### config.mk
export PLATFORM = sky130hd
export DESIGN_NAME = dvp_capture
export DESIGN_NICKNAME = d
export VERILOG_FILES = /design/src/rtl/dvp_capture.sv
export SDC_FILE = /design/constraint.sdc
export NUM_CORES = 1
export LEC_CHECK = 0
export ABC_AREA = 1
export CAP_MARGIN = 25
export CORE_MARGIN = 2
export CORE_UTILIZATION = 44
export CTS_CLUSTER_SIZE = 25
export DETAILED_ROUTE_END_ITERATION = 7
export PLACE_DENSITY = 0.65
export SKIP_LAST_GASP = 1
export SLEW_MARGIN = 20
export SYNTH_ARGS = -nofsm -noshare
export SYNTH_HDL_FRONTEND = slang
export SYNTH_SLANG_ARGS = --single-unit
export TNS_END_PERCENT = 100
### constraint.sdc
create_clock -name clk -period 4.5 [get_ports clk]
set_input_delay 0.45 -clock clk [delete_from_list [all_inputs] [get_ports clk]]
set_output_delay 0.45 -clock clk [all_outputs]
set_load 0.005 [all_outputs]
### src/rtl/dvp_capture.sv
`timescale 1ns/1ps
`default_nettype none
// +--------------------------------------------------------------------------+
// | Module   : dvp_capture                                                   |
// | Purpose  : DVP camera bus capture; RGB565 byte pairs -> RGB888 stream    |
// |            with start-up frame skipping and line/frame length checks.    |
// | Revision : 1.0 - initial release                                         |
// +--------------------------------------------------------------------------+
module dvp_capture #(
  parameter int H_DISP      = 1280,
  parameter int V_DISP      = 720,
  parameter int SKIP_FRAMES = 10,
  parameter int VS_POL      = 1
) (
  input  logic        clk,
  input  logic        rst_n,
  input  logic        cam_vsync,
  input  logic        cam_href,
  input  logic [7:0]  cam_data,
  input  logic        enable,
  output logic        vs_o,
  output logic        de_o,
  output logic [23:0] rgb_o,
  output logic        frame_done,
  output logic [1:0]  err
);

  localparam logic [11:0] c_h_disp = 12'(H_DISP);
  localparam logic [11:0] c_v_disp = 12'(V_DISP);
  localparam logic [7:0]  c_skip   = 8'(SKIP_FRAMES);

  // IDLE: capture disabled; SKIP: sensor settling; STREAM: frame forwarded
  typedef enum logic [1:0] {
    ST_IDLE   = 2'd0,
    ST_SKIP   = 2'd1,
    ST_STREAM = 2'd2
  } state_t;

  state_t      state_q, state_d;
  logic        vs_s1_q, vs_s1_d, vs_s2_q;
  logic        href_s1_q, href_s1_d, href_s2_q;
  logic [7:0]  data_s1_q, data_s1_d;
  logic [7:0]  skip_cnt_q, skip_cnt_d;
  logic        phase_q, phase_d;
  logic [7:0]  hi_q, hi_d;
  logic [11:0] pix_cnt_q, pix_cnt_d;
  logic [11:0] line_cnt_q, line_cnt_d;
  logic        drop_q, drop_d;
  logic        vs_q, vs_d;
  logic        de_q, de_d;
  logic [23:0] rgb_q, rgb_d;
  logic        fd_q, fd_d;
  logic [1:0]  err_q, err_d;

  logic frame_start;
  logic href_fall;
  logic fwd;

  function automatic logic [23:0] rgb565_to_888(input logic [15:0] p);
    return {p[15:11], p[15:13], p[10:5], p[10:9], p[4:0], p[4:2]};
  endfunction

  // Next-state: input sampling, frame/line bookkeeping, pixel assembly
  always_comb begin
    vs_s1_d    = (VS_POL != 0) ? cam_vsync : ~cam_vsync;
    href_s1_d  = cam_href;
    data_s1_d  = cam_data;
    state_d    = state_q;
    skip_cnt_d = skip_cnt_q;
    phase_d    = phase_q;
    hi_d       = hi_q;
    pix_cnt_d  = pix_cnt_q;
    line_cnt_d = line_cnt_q;
    drop_d     = drop_q;
    vs_d       = 1'b0;
    de_d       = 1'b0;
    rgb_d      = rgb_q;
    fd_d       = 1'b0;
    err_d      = err_q;

    frame_start = vs_s1_q & ~vs_s2_q;
    href_fall   = href_s2_q & ~href_s1_q;
    fwd         = (state_q == ST_STREAM);

    if (frame_start) begin
      // Close out the previous frame before deciding the fate of the new one
      if (fwd) begin
        fd_d = 1'b1;
        if (line_cnt_q != c_v_disp) err_d[1] = 1'b1;
      end
      phase_d    = 1'b0;
      pix_cnt_d  = '0;
      line_cnt_d = '0;
      // A line already in progress at frame start is thrown away entirely
      drop_d     = href_s1_q;
      if (!enable) begin
        state_d    = ST_IDLE;
        skip_cnt_d = c_skip;
        err_d      = 2'b00;   // disabling wins over the end-of-frame check
      end else if (skip_cnt_q != 8'd0) begin
        state_d    = ST_SKIP;
        skip_cnt_d = skip_cnt_q - 8'd1;
      end else begin
        state_d = ST_STREAM;
        vs_d    = 1'b1;
      end
    end else if (href_fall) begin
      if (!drop_q) begin
        if (fwd && ((pix_cnt_q != c_h_disp) || phase_q)) err_d[0] = 1'b1;
        if (line_cnt_q != 12'hFFF) line_cnt_d = line_cnt_q + 12'd1;
      end
      drop_d    = 1'b0;
      pix_cnt_d = '0;
      phase_d   = 1'b0;
    end else if (href_s1_q && !drop_q) begin
      if (!phase_q) begin
        hi_d    = data_s1_q;
        phase_d = 1'b1;
      end else begin
        phase_d   = 1'b0;
        pix_cnt_d = pix_cnt_q + 12'd1;
        if (fwd) begin
          de_d  = 1'b1;
          rgb_d = rgb565_to_888({hi_q, data_s1_q});
        end
      end
    end
  end

  // State and pipeline registers
  always_ff @(posedge clk or negedge rst_n) begin
    if (!rst_n) begin
      state_q    <= ST_IDLE;
      vs_s1_q    <= 1'b0;
      vs_s2_q    <= 1'b0;
      href_s1_q  <= 1'b0;
      href_s2_q  <= 1'b0;
      data_s1_q  <= '0;
      skip_cnt_q <= c_skip;
      phase_q    <= 1'b0;
      hi_q       <= '0;
      pix_cnt_q  <= '0;
      line_cnt_q <= '0;
      drop_q     <= 1'b0;
      vs_q       <= 1'b0;
      de_q       <= 1'b0;
      rgb_q      <= '0;
      fd_q       <= 1'b0;
      err_q      <= 2'b00;
    end else begin
      state_q    <= state_d;
      vs_s1_q    <= vs_s1_d;
      vs_s2_q    <= vs_s1_q;
      href_s1_q  <= href_s1_d;
      href_s2_q  <= href_s1_q;
      data_s1_q  <= data_s1_d;
      skip_cnt_q <= skip_cnt_d;
      phase_q    <= phase_d;
      hi_q       <= hi_d;
      pix_cnt_q  <= pix_cnt_d;
      line_cnt_q <= line_cnt_d;
      drop_q     <= drop_d;
      vs_q       <= vs_d;
      de_q       <= de_d;
      rgb_q      <= rgb_d;
      fd_q       <= fd_d;
      err_q      <= err_d;
    end
  end

  assign vs_o       = vs_q;
  assign de_o       = de_q;
  assign rgb_o      = rgb_q;
  assign frame_done = fd_q;
  assign err        = err_q;

endmodule
`default_nettype wire

Yosys cells after proc, flatten, opt, wreduce, memory -nomap -nowiden
Cells that the tools add are included.
Storage, ports and cells
  logic and storage cells: 88
  bits in registers: 85
  input bits: 13
  output and inout bits: 29
Operators by class
  bitwise logic cells: 7
  reduce and logical (&&, ||, !) cells: 17
  eq/ne operators: 9
  mux-type cells: 34
  add/subtract/negate cells: 3
Operators with widths (count)
  $mux W12: 8
  $add A12 B1 Y12 const B: 2
  $mux W1: 21
  $mux W8: 2
  $ne A12 B10 Y1 const B: 1
  $ne A12 B11 Y1 const B: 1
  $ne A12 B12 Y1 const B: 1
  $ne A2 B1 Y1 const B: 4
  $reduce_and A4 Y1: 2
  $reduce_bool A8 Y1: 1
  $sub A8 B1 Y8 const B: 1
  $mux W2: 3
  $reduce_and A3 Y1: 2
  $reduce_bool A2 Y1: 3
  $reduce_bool A3 Y1: 2
  $not A1 Y1: 5
  $reduce_and A5 Y1: 1
  $reduce_and A2 Y1: 2
  $and A1 B1 Y1: 2
  $eq A2 B2 Y1 const B: 1
  $logic_and A1 B1 Y1: 2
  $ne A2 B2 Y1 const B: 1
  $logic_not A1 Y1: 1
  $logic_or A1 B1 Y1: 1

Longest topological paths before layout
Gate-level depths: netlist (run 1).
  depth after elaboration: 7
  depth in mapped cells: 9
  mapped depth without buffers: 9

Least setup slack after synthesis (run 1)
Ideal clock, no wire load.
  path kind: reg-to-reg
  from: register line_cnt_q[0]
  to: register line_cnt_q[8]
  arrival: 1308 ps
  cell stages (with the launch flop): 8
  buffers on the path: 1
  setup time: 126 ps
  setup slack: 3066 ps
  clock period less this slack: 1434 ps
  data required time: 4374 ps
  path through: dfrtp_1 > ha_1 > nand3_2 > clkinv_2 > nand3b_2 > o21ai_4 > buf_6 > o21ai_0
On the way
  word-level cells in the longest chain between the ends: 5
  elaborated cells on any way between the ends: 8
  classes of those cells: add/sub (1); eq/ne (1); mux (4); reduce/logical (2)
RTL lines
  from (decl): line 47  | logic [11:0] line_cnt_q, line_cnt_d;
  from (signal assigned): line 161  | line_cnt_q <= line_cnt_d;
  $add A12 B1 Y12: line 110  | if (line_cnt_q != 12'hFFF) line_cnt_d = line_cnt_q + 12'd1;
  $mux W12: line 110
  $mux W12: line 108  | if (!drop_q) begin
  $mux W12: line 107  | end else if (href_fall) begin
  $mux W12: line 85  | if (frame_start) begin
Several ways; a longest one is shown, not always the timed one. The select of a mux whose other input is x is not followed.
A chain may end at the register's enable or synchronous reset.

Worst setup path in the final report (run 1)
  from: register line_cnt_q[0]
  to: register line_cnt_q[2]
The elaborated chain is that of the path after synthesis.

==> flow_summary.toml, run 1 <==
[logic_synthesis]
synthArstFlopShare_pct = 100
synth_top_family_by_area = "simple AND/OR/NAND/NOR gates"
synth_ff_type = "dfrtp_1"
syn_area_per_cell_um2 = 8.41
synthesis.nets = 437
synth_cell_types = 34
synth_edf_count = 0
yosysTopAreaCellShare_pct = 53.3
synthMuxAreaShare_pct = 0
syn-cell-area_um2 = 3520
synth-seq-cells = 77
synth_common_cells = "130 x nand2_1, 75 x dfrtp_1, 49 x nor2_1, 36 x inv_1, 31 x o21ai_0"
yosys.area_share.adder_pct = 1.78
synthXorXnorAreaFrac_pct = 2.24
synth-simple-area-share_pct = 27.0
synth_area_leaders = "dfrtp_1 53%, nand2_1 14%, nor2_1 5.2%"
synthCells = 419
synth_largest_area_cell = "dfrtp_1"
ys_seq_area_share_pct = 54.8
synth_compound_area_share_pct = 7.53
synth_most_common_cell = "nand2_1"
synth-warning-count = 0

[critical_path]
slowest_delay_ns = 0.44
path_max_fanout = 18
worstSetupPathType = "reg -> reg"
arrival_ns = 2.06
cp_common_cell = "nand2_1"
r2r_cells = 8
crit_chain = "ha_1 > nand3_2 > clkinv_2 > nand3b_2 > o21ai_4 > inv_1 > nand2_1 > nand2_1"
worstSetupEndpointType = "flip-flop"
start_kind = "flip-flop"
critPathRequiredTime_ns = 4.76
crit_slowest_cell = "dfrtp_1"

[sta]
final-setup-viol-count = 0
min_period_ns = 1.81
clock_skew_ns = 0.0112
slew_viol_final = 0
timing.slew.headroom_pct = 63.9
setup-tns-final_ns = 0
rsz0062_at_grt = "no"
worst_pin_slew_ns = 0.540
finalCritPeriodShare_pct = 40.1
fmax_mhz = 554
hold_viol = 0

[finish]
final_area_um2 = 4180
fill_cells = 716
drive_gt1_share_pct = 6.91
nNetsFinal = 476
area_growth_pct = 18.6
n_antenna_cell = 0

[global_routing]
grt_use_total_pct = 16.8
grt_max_degree = 78
grt_pass1_vias = 2494
grt-ovfl-total = 0
grt_pass1_wl_mm = 11.5
antenna_found_initial = 0

[die]
coreArea_um2 = 7730
die_w_um = 93.5
die-area_um2 = 8740
rows = 32
ios = 42
fp.dieH_um = 93.5
start_util_pct = 45.6

[placed_design]
place_congestion = 0.856
dp_hpwl_mm = 4.60
placed_cell_area_um2 = 3970
portBuffers = 41

[clock_tree]
cts_root_buf = "clkbuf_8"
ctsResizeCount = 0
cts_setup_buffers = 0
clock_sinks = 77
htreeDepth = 3
clock_latency_ns = 0.36
clockBufferDepth = 2
cts_made_buffers = 9
postCtsHoldBufs = 0
cts_tree = "built"
clk_pin_slew_ns = 0.08

[flow_run]
drv_cap = 0

[routing]
drc = 0
wire_per_inst_um = 11.9
first_pass_iters = 4
num_vias = 2729
routed_via_density = 4.83
drt_iter0_markers = 144
antenna_left = 0
postRouteWirelength_mm = 6.74

[outcome]
outcome = "finished clean"

[power]
irDropWorstVdd_mv = 0.187
cellLeakagePower_nw = 1.95
power_density_nw_per_um2 = 493

[hold_path]
hp-class = "in -> async"
==> final timing paths <==
check                                          start                   endpoint  slack (ns)
setup / recovery           line_cnt_q[0]$_DFFE_PN0P_  line_cnt_q[2]$_DFFE_PN0P_        2.69
hold / removal                                 rst_n         err[0]$_DFFE_PN0P_        0.04
setup reg to reg           line_cnt_q[0]$_DFFE_PN0P_  line_cnt_q[2]$_DFFE_PN0P_        2.69
hold reg to reg                    vs_s1_q$_DFF_PN0_          vs_s2_q$_DFF_PN0_        0.40
max in group asynchronous                      rst_n   pix_cnt_q[8]$_DFFE_PN0P_        3.90
min in group clk                   vs_s1_q$_DFF_PN0_          vs_s2_q$_DFF_PN0_        0.40
==> layer usage <==
layer	vias up	global-route usage (%)	wire length, um
met5	-	0	0
li1	1409	-	-
met3	6	5.72	405
met2	65	26.0	2980
met4	0	4.66	68
met1	1249	22.4	3280
==> state kept, by name, indices dropped and copies added, names as in the netlist, 2 cells and up <==
signal	cells
data_s1_q	8
err	2
hi_q	8
line_cnt_q	12
pix_cnt_q	12
rgb_o	16
skip_cnt_q	8
state_q	2
==> metrics by stage <==
step                utilization [%]  total power [mW]  setup WS (ns)  hold WS, ns  instances
global placement               51.3              1.57           2.78        0.375        548
CTS                            53.8              2.09           2.69        0.269        564
floorplan                         -              1.31           3.07        0.154        419
finish                         54.1              2.06           2.69       0.0387        565
detailed placement             51.3              1.58           2.70        0.391        548
global route                   54.1              2.22           2.45       0.0473        565
==> logic make-up (layout without fill, tap and decap cells) <==
group,count (synthesis),count (layout)
AOI/OAI and AO/OA,48,48
xor gates and xnor gates,9,9
adders and majority gates,5,5
buffers and inverters,52,96
DFF,77,77
and+or+nand+nor,228,228
==> where the power goes <==
part / total, mW / leakage [nW] / internal, mW / switching (mW)
clock: 0.497 / 0.0911 / 0.213 / 0.284
sequential: 0.971 / 0.995 / 0.851 / 0.120
combinational: 0.593 / 0.868 / 0.331 / 0.262
total: 2.06 / 1.95 / 1.39 / 0.666
==> cells in the final DEF, fill, tap and decap left out, drive strengths merged <==
master,count
nand2,132
dfrtp,75
nor2,51
clkdlybuf4s50,40
inv,40
o21ai,35
nand3,26
nor3,10
clkbuf,9
a21oi,8
xor2,5
ha,5
nand4,4
xnor2,4
clkinv,3
nor4,2
o22ai,2
clkinvlp,2
dfstp,2
buf,2
nand3b,1
o21a,1
or2,1
a31o,1
nor3b,1
a31oi,1
==> critical path, delay by kind of cell, from the launching register on <==
family,cells,cell delay (ns)
AND/OR/NAND/NOR,4,0.38
buffers and inverters,2,0.27
AO/OA/AOI/OAI,1,0.38
adder cells (fa/ha/maj),1,0.23
flip-flops,1,0.44
==> area by class of cell <==
type                       count  area [um^2]  area share, %
sequential                    77         1930           46.2
inverter                      38          144           3.44
clock inverter                 7         68.8           1.65
multi-input combinational    290         1360           32.5
tap                          102          128           3.05
timing repair buffer          42          428           10.2
clock buffer                   9          124           2.96
(Power assumes the default switching activity.)
==> run 2: changes to the inputs <==
==> constraint.sdc (replaced) <==
create_clock -name clk -period 1.85 [get_ports clk]
set_input_delay 0.185 -clock clk [delete_from_list [all_inputs] [get_ports clk]]
set_output_delay 0.185 -clock clk [all_outputs]
set_load 0.005 [all_outputs]
==> flow_summary.toml, run 2 (same netlist as run 1, synthesis figures left out) <==
[outcome]
outcome = "finished clean"

[clock_tree]
ctsResizeCount = 0
postCtsHoldBufs = 1
cts_root_buf = "clkbuf_8"
cts_tree = "built"
clockBufferDepth = 2
clk_pin_slew_ns = 0.09
htreeDepth = 3
cts_setup_buffers = 0
cts_made_buffers = 9
clock_latency_ns = 0.36
clock_sinks = 77

[routing]
antenna_left = 0
drt_iter0_markers = 148
routed_via_density = 4.84
postRouteWirelength_mm = 6.91
first_pass_iters = 5
drc = 0
num_vias = 2766
wire_per_inst_um = 12.1

[die]
ios = 42
coreArea_um2 = 7730
rows = 32
die_w_um = 93.5
fp.dieH_um = 93.5
die-area_um2 = 8740
start_util_pct = 45.6

[sta]
rsz0062_at_grt = "no"
min_period_ns = 1.64
setup-tns-final_ns = 0
worst_pin_slew_ns = 0.381
timing.slew.headroom_pct = 74.6
slew_viol_final = 0
fmax_mhz = 610
finalCritPeriodShare_pct = 88.6
hold_viol = 0
clock_skew_ns = 0.0121
final-setup-viol-count = 0

[finish]
nNetsFinal = 483
n_antenna_cell = 0
largest_register_ffs = 16
final_common_cell = "nand2_1"
mostFrequentLayoutCells = "130 x nand2_1, 75 x dfrtp_1, 49 x nor2_1"
fill_cells = 709
final_area_um2 = 4230
drive_gt1_share_pct = 8.09
area_growth_pct = 20.0
post-route-util_pct = 54.7

[power]
power_density_nw_per_um2 = 1190
irDropWorstVdd_mv = 0.493
cellLeakagePower_nw = 1.99

[critical_path]
path_max_fanout = 12
crit_start = "vs_s2_q$_DFF_PN0_"
r2r_cells = 7
worstSetupEndpointType = "flip-flop"
worstReg2RegEnd = "skip_cnt_q[0]$_DFFE_PN0P_"
critPathRequiredTime_ns = 2.08
worstSetupPathType = "reg -> reg"
reg2reg_from = "vs_s2_q$_DFF_PN0_"
start_kind = "flip-flop"
arrival_ns = 1.87
r2r_slack_ns = 0.21

[placed_design]
place_congestion = 0.832
portBuffers = 41
dp_hpwl_mm = 4.87
placed_cell_area_um2 = 4030

[global_routing]
antenna_found_initial = 0
grt_pass1_vias = 2551
grt-ovfl-total = 0
grt_use_total_pct = 17.2
grt_max_degree = 63
grt_pass1_wl_mm = 11.8

[flow_run]
drv_cap = 0

[hold_path]
hp-class = "in -> async"
[run 2: area by class of cell]
type,count,area (um^2),area share (%)
Clock inverter,7,63.8,1.51
Sequential cell,77,1930,45.6
Timing Repair Buffer,49,483,11.4
Inverter,38,144,3.40
Clock buffer,9,124,2.93
Tap cell,102,128,3.02
Multi-Input combinational cell,290,1360,32.1
[run 2: worst max-delay path by stage]
stage / cells after the start / end / slack, ns
CTS: 7 / skip_cnt_q[4]$_DFFE_PN0P_ / 0.19
floorplan: 7 / line_cnt_q[8]$_DFFE_PN0P_ / 0.42
detailed placement: 7 / skip_cnt_q[5]$_DFFE_PN0P_ / 0.18
global route: 7 / skip_cnt_q[0]$_DFFE_PN0P_ / 0.03
finish: 7 / skip_cnt_q[0]$_DFFE_PN0P_ / 0.21
global placement: 7 / skip_cnt_q[5]$_DFFE_PN0P_ / 0.25
[run 2: worst max-delay path, cell delays in order (launching register included)]
cell	delay (ns)
dfrtp_1	0.37
inv_1	0.06
nand2_2	0.13
buf_4	0.21
inv_1	0.30
nand2_1	0.27
nand2_1	0.10
o21ai_0	0.08
[run 2: power by group]
| part | leakage, nW | switching [mW] | internal [mW] |
|---|---|---|---|
| clock network | 0.0907 | 0.700 | 0.520 |
| registers | 0.995 | 0.299 | 2.07 |
| logic | 0.901 | 0.643 | 0.817 |
[run 2: metal layers]
metal  up-vias  track usage, %  share of wire [%]
li1       1423               -                  -
met1      1276            23.3                 49
met2        56            26.3                 45
met3        11            4.92                4.4
met4         0            6.62                1.3
met5         -               0                  0
[run 2: per-stage QoR]
step	worst slack (ns)	std cells	total power, mW	hold WS, ns
6_report	0.211	572	5.05	0.229
5_1_grt	0.0271	572	5.41	0.227
4_1_cts	0.186	572	5.11	0.218
3_5_place_dp	0.183	555	3.88	0.0635
3_3_place_gp	0.253	555	3.84	0.0625
2_1_floorplan	0.416	419	3.18	-0.111
==> run 3: changes to the inputs <==
--- a/config.mk
+++ b/config.mk
@@ -11,6 +11,7 @@
 export CORE_UTILIZATION = 44
 export CTS_CLUSTER_SIZE = 25
 export DETAILED_ROUTE_END_ITERATION = 7
+export GPL_TIMING_DRIVEN = 0
 export PLACE_DENSITY = 0.65
 export SKIP_LAST_GASP = 1
 export SLEW_MARGIN = 20
==> flow_summary.toml, run 3 (same netlist as run 1, synthesis figures left out) <==
[power]
irDropWorstVdd_mv = 0.403
cellLeakagePower_nw = 2.01
power_density_nw_per_um2 = 1200
power.total_mw = 5.11

[finish]
nNetsFinal = 491
final_common_cell = "nand2_1"
largest_register_ffs = 16
drive_gt1_share_pct = 9.21
mostFrequentLayoutCells = "130 x nand2_1, 75 x dfrtp_1, 49 x nor2_1"
post-route-util_pct = 55.3
n_antenna_cell = 0
final_area_um2 = 4270
fill_cells = 724
area_growth_pct = 21.2

[global_routing]
grt_util_met2_pct = 27.1
antenna_found_initial = 0
grtUsageMet1_pct = 25.1
grt_pass1_vias = 2708
grt_use_total_pct = 17.9
grt-ovfl-total = 0
grt_max_degree = 45
grt_pass1_wl_mm = 12.4
grtUsageMet3_pct = 3.55
grt_busiest_layer = "met2"

[routing]
drc = 0
antenna_left = 0
drt_iter0_markers = 96
first_pass_iters = 4
routed_via_density = 4.86
num_vias = 2817
wire_per_inst_um = 11.9
postRouteWirelength_mm = 6.92

[critical_path]
start_kind = "flip-flop"
path_max_fanout = 9
critPathRequiredTime_ns = 2.09
r2r_slack_ns = 0.20
arrival_ns = 1.89
worstSetupEndpointType = "flip-flop"
worstSetupPathType = "reg -> reg"

[die]
die-area_um2 = 8740
coreArea_um2 = 7730
start_util_pct = 45.6
ios = 42
rows = 32
die_w_um = 93.5
fp.dieH_um = 93.5

[clock_tree]
cts_made_buffers = 9
htreeDepth = 3
cts_tree = "built"
clock_latency_ns = 0.35
cts_setup_buffers = 0
clk_pin_slew_ns = 0.08
clockBufferDepth = 2
clock_sinks = 77
ctsResizeCount = 0
cts_root_buf = "clkbuf_8"

[placed_design]
placed_cell_area_um2 = 4080
portBuffers = 41
dp_hpwl_mm = 4.92
place_congestion = 0.833

[sta]
holdWs_ns = 0.272
rsz0062_at_grt = "no"
final-setup-viol-count = 0
clock_skew_ns = 0.0134
min_period_ns = 1.65
finalCritPeriodShare_pct = 89.2
worst_pin_slew_ns = 0.514
timing.slew.headroom_pct = 65.7
slew_viol_final = 0
setup-tns-final_ns = 0
fmax_mhz = 606
hold_viol = 0

[outcome]
outcome = "finished clean"

[flow_run]
drv_cap = 0

[hold_path]
hp-class = "in -> reg"
[run 3: layout make-up]
class                      instances  area (um^2)  area share (%)
clock buffer                       9          124            2.90
clock inverter                     7         57.6            1.35
tap                              102          128            2.99
timing repair buffer              43          438            10.3
sequential                        77         1930            45.2
buffer                            14         93.8            2.20
inverter                          38          144            3.37
multi-input combinational        290         1360            31.8
[run 3: stage by stage]
| step | std cells | worst slack (ns) |
|---|---|---|
| after floorplan | 419 | 0.416 |
| after global placement | 562 | -2.12 |
| final | 580 | 0.200 |
| after global routing | 580 | 0.0483 |
| after detailed placement | 563 | 0.188 |
| after CTS | 580 | 0.191 |
[run 3: critical path, stage by stage (launching register included)]
cell      delay [ns]
dfrtp_1         0.43
ha_1            0.23
nand3_2         0.13
clkinv_2        0.09
nand3b_2        0.11
o21ai_4         0.27
inv_1           0.15
nand2_1         0.09
nand2_1         0.05
[run 3: timing repair]
item,in CTS,in global routing
hold endpoints to repair,32,0
endpoints found under the setup margin,0,0
hold buffers,1,0
[run 3: power by group]
group / internal, mW / total [mW] / switching (mW)
combinational: 0.911 / 1.58 / 0.665
sequential: 2.07 / 2.36 / 0.294
clock: 0.503 / 1.17 / 0.664
total: 3.48 / 5.11 / 1.62
[run 3: layer usage]
metal  wire (um)  vias to the layer above
li1            -                     1441
met1        3430                     1308
met2        3070                       57
met3         318                       11
met4         105                        0
met5           0                        -
[run 3: path summary, 6_finish.rpt]
| kind | start | end | cells after the start |
|---|---|---|---|
| setup reg to reg | line_cnt_q[0]$_DFFE_PN0P_ | line_cnt_q[5]$_DFFE_PN0P_ | 8 |
| min in group asynchronous | rst_n | skip_cnt_q[4]$_DFFE_PN0P_ | 2 |
| max in group asynchronous | rst_n | skip_cnt_q[1]$_DFFE_PN1P_ | 3 |
| hold / removal | cam_href | href_s1_q$_DFF_PN0_ | 1 |
| setup / recovery | line_cnt_q[0]$_DFFE_PN0P_ | line_cnt_q[5]$_DFFE_PN0P_ | 8 |
| hold reg to reg | vs_s1_q$_DFF_PN0_ | vs_s2_q$_DFF_PN0_ | 0 |
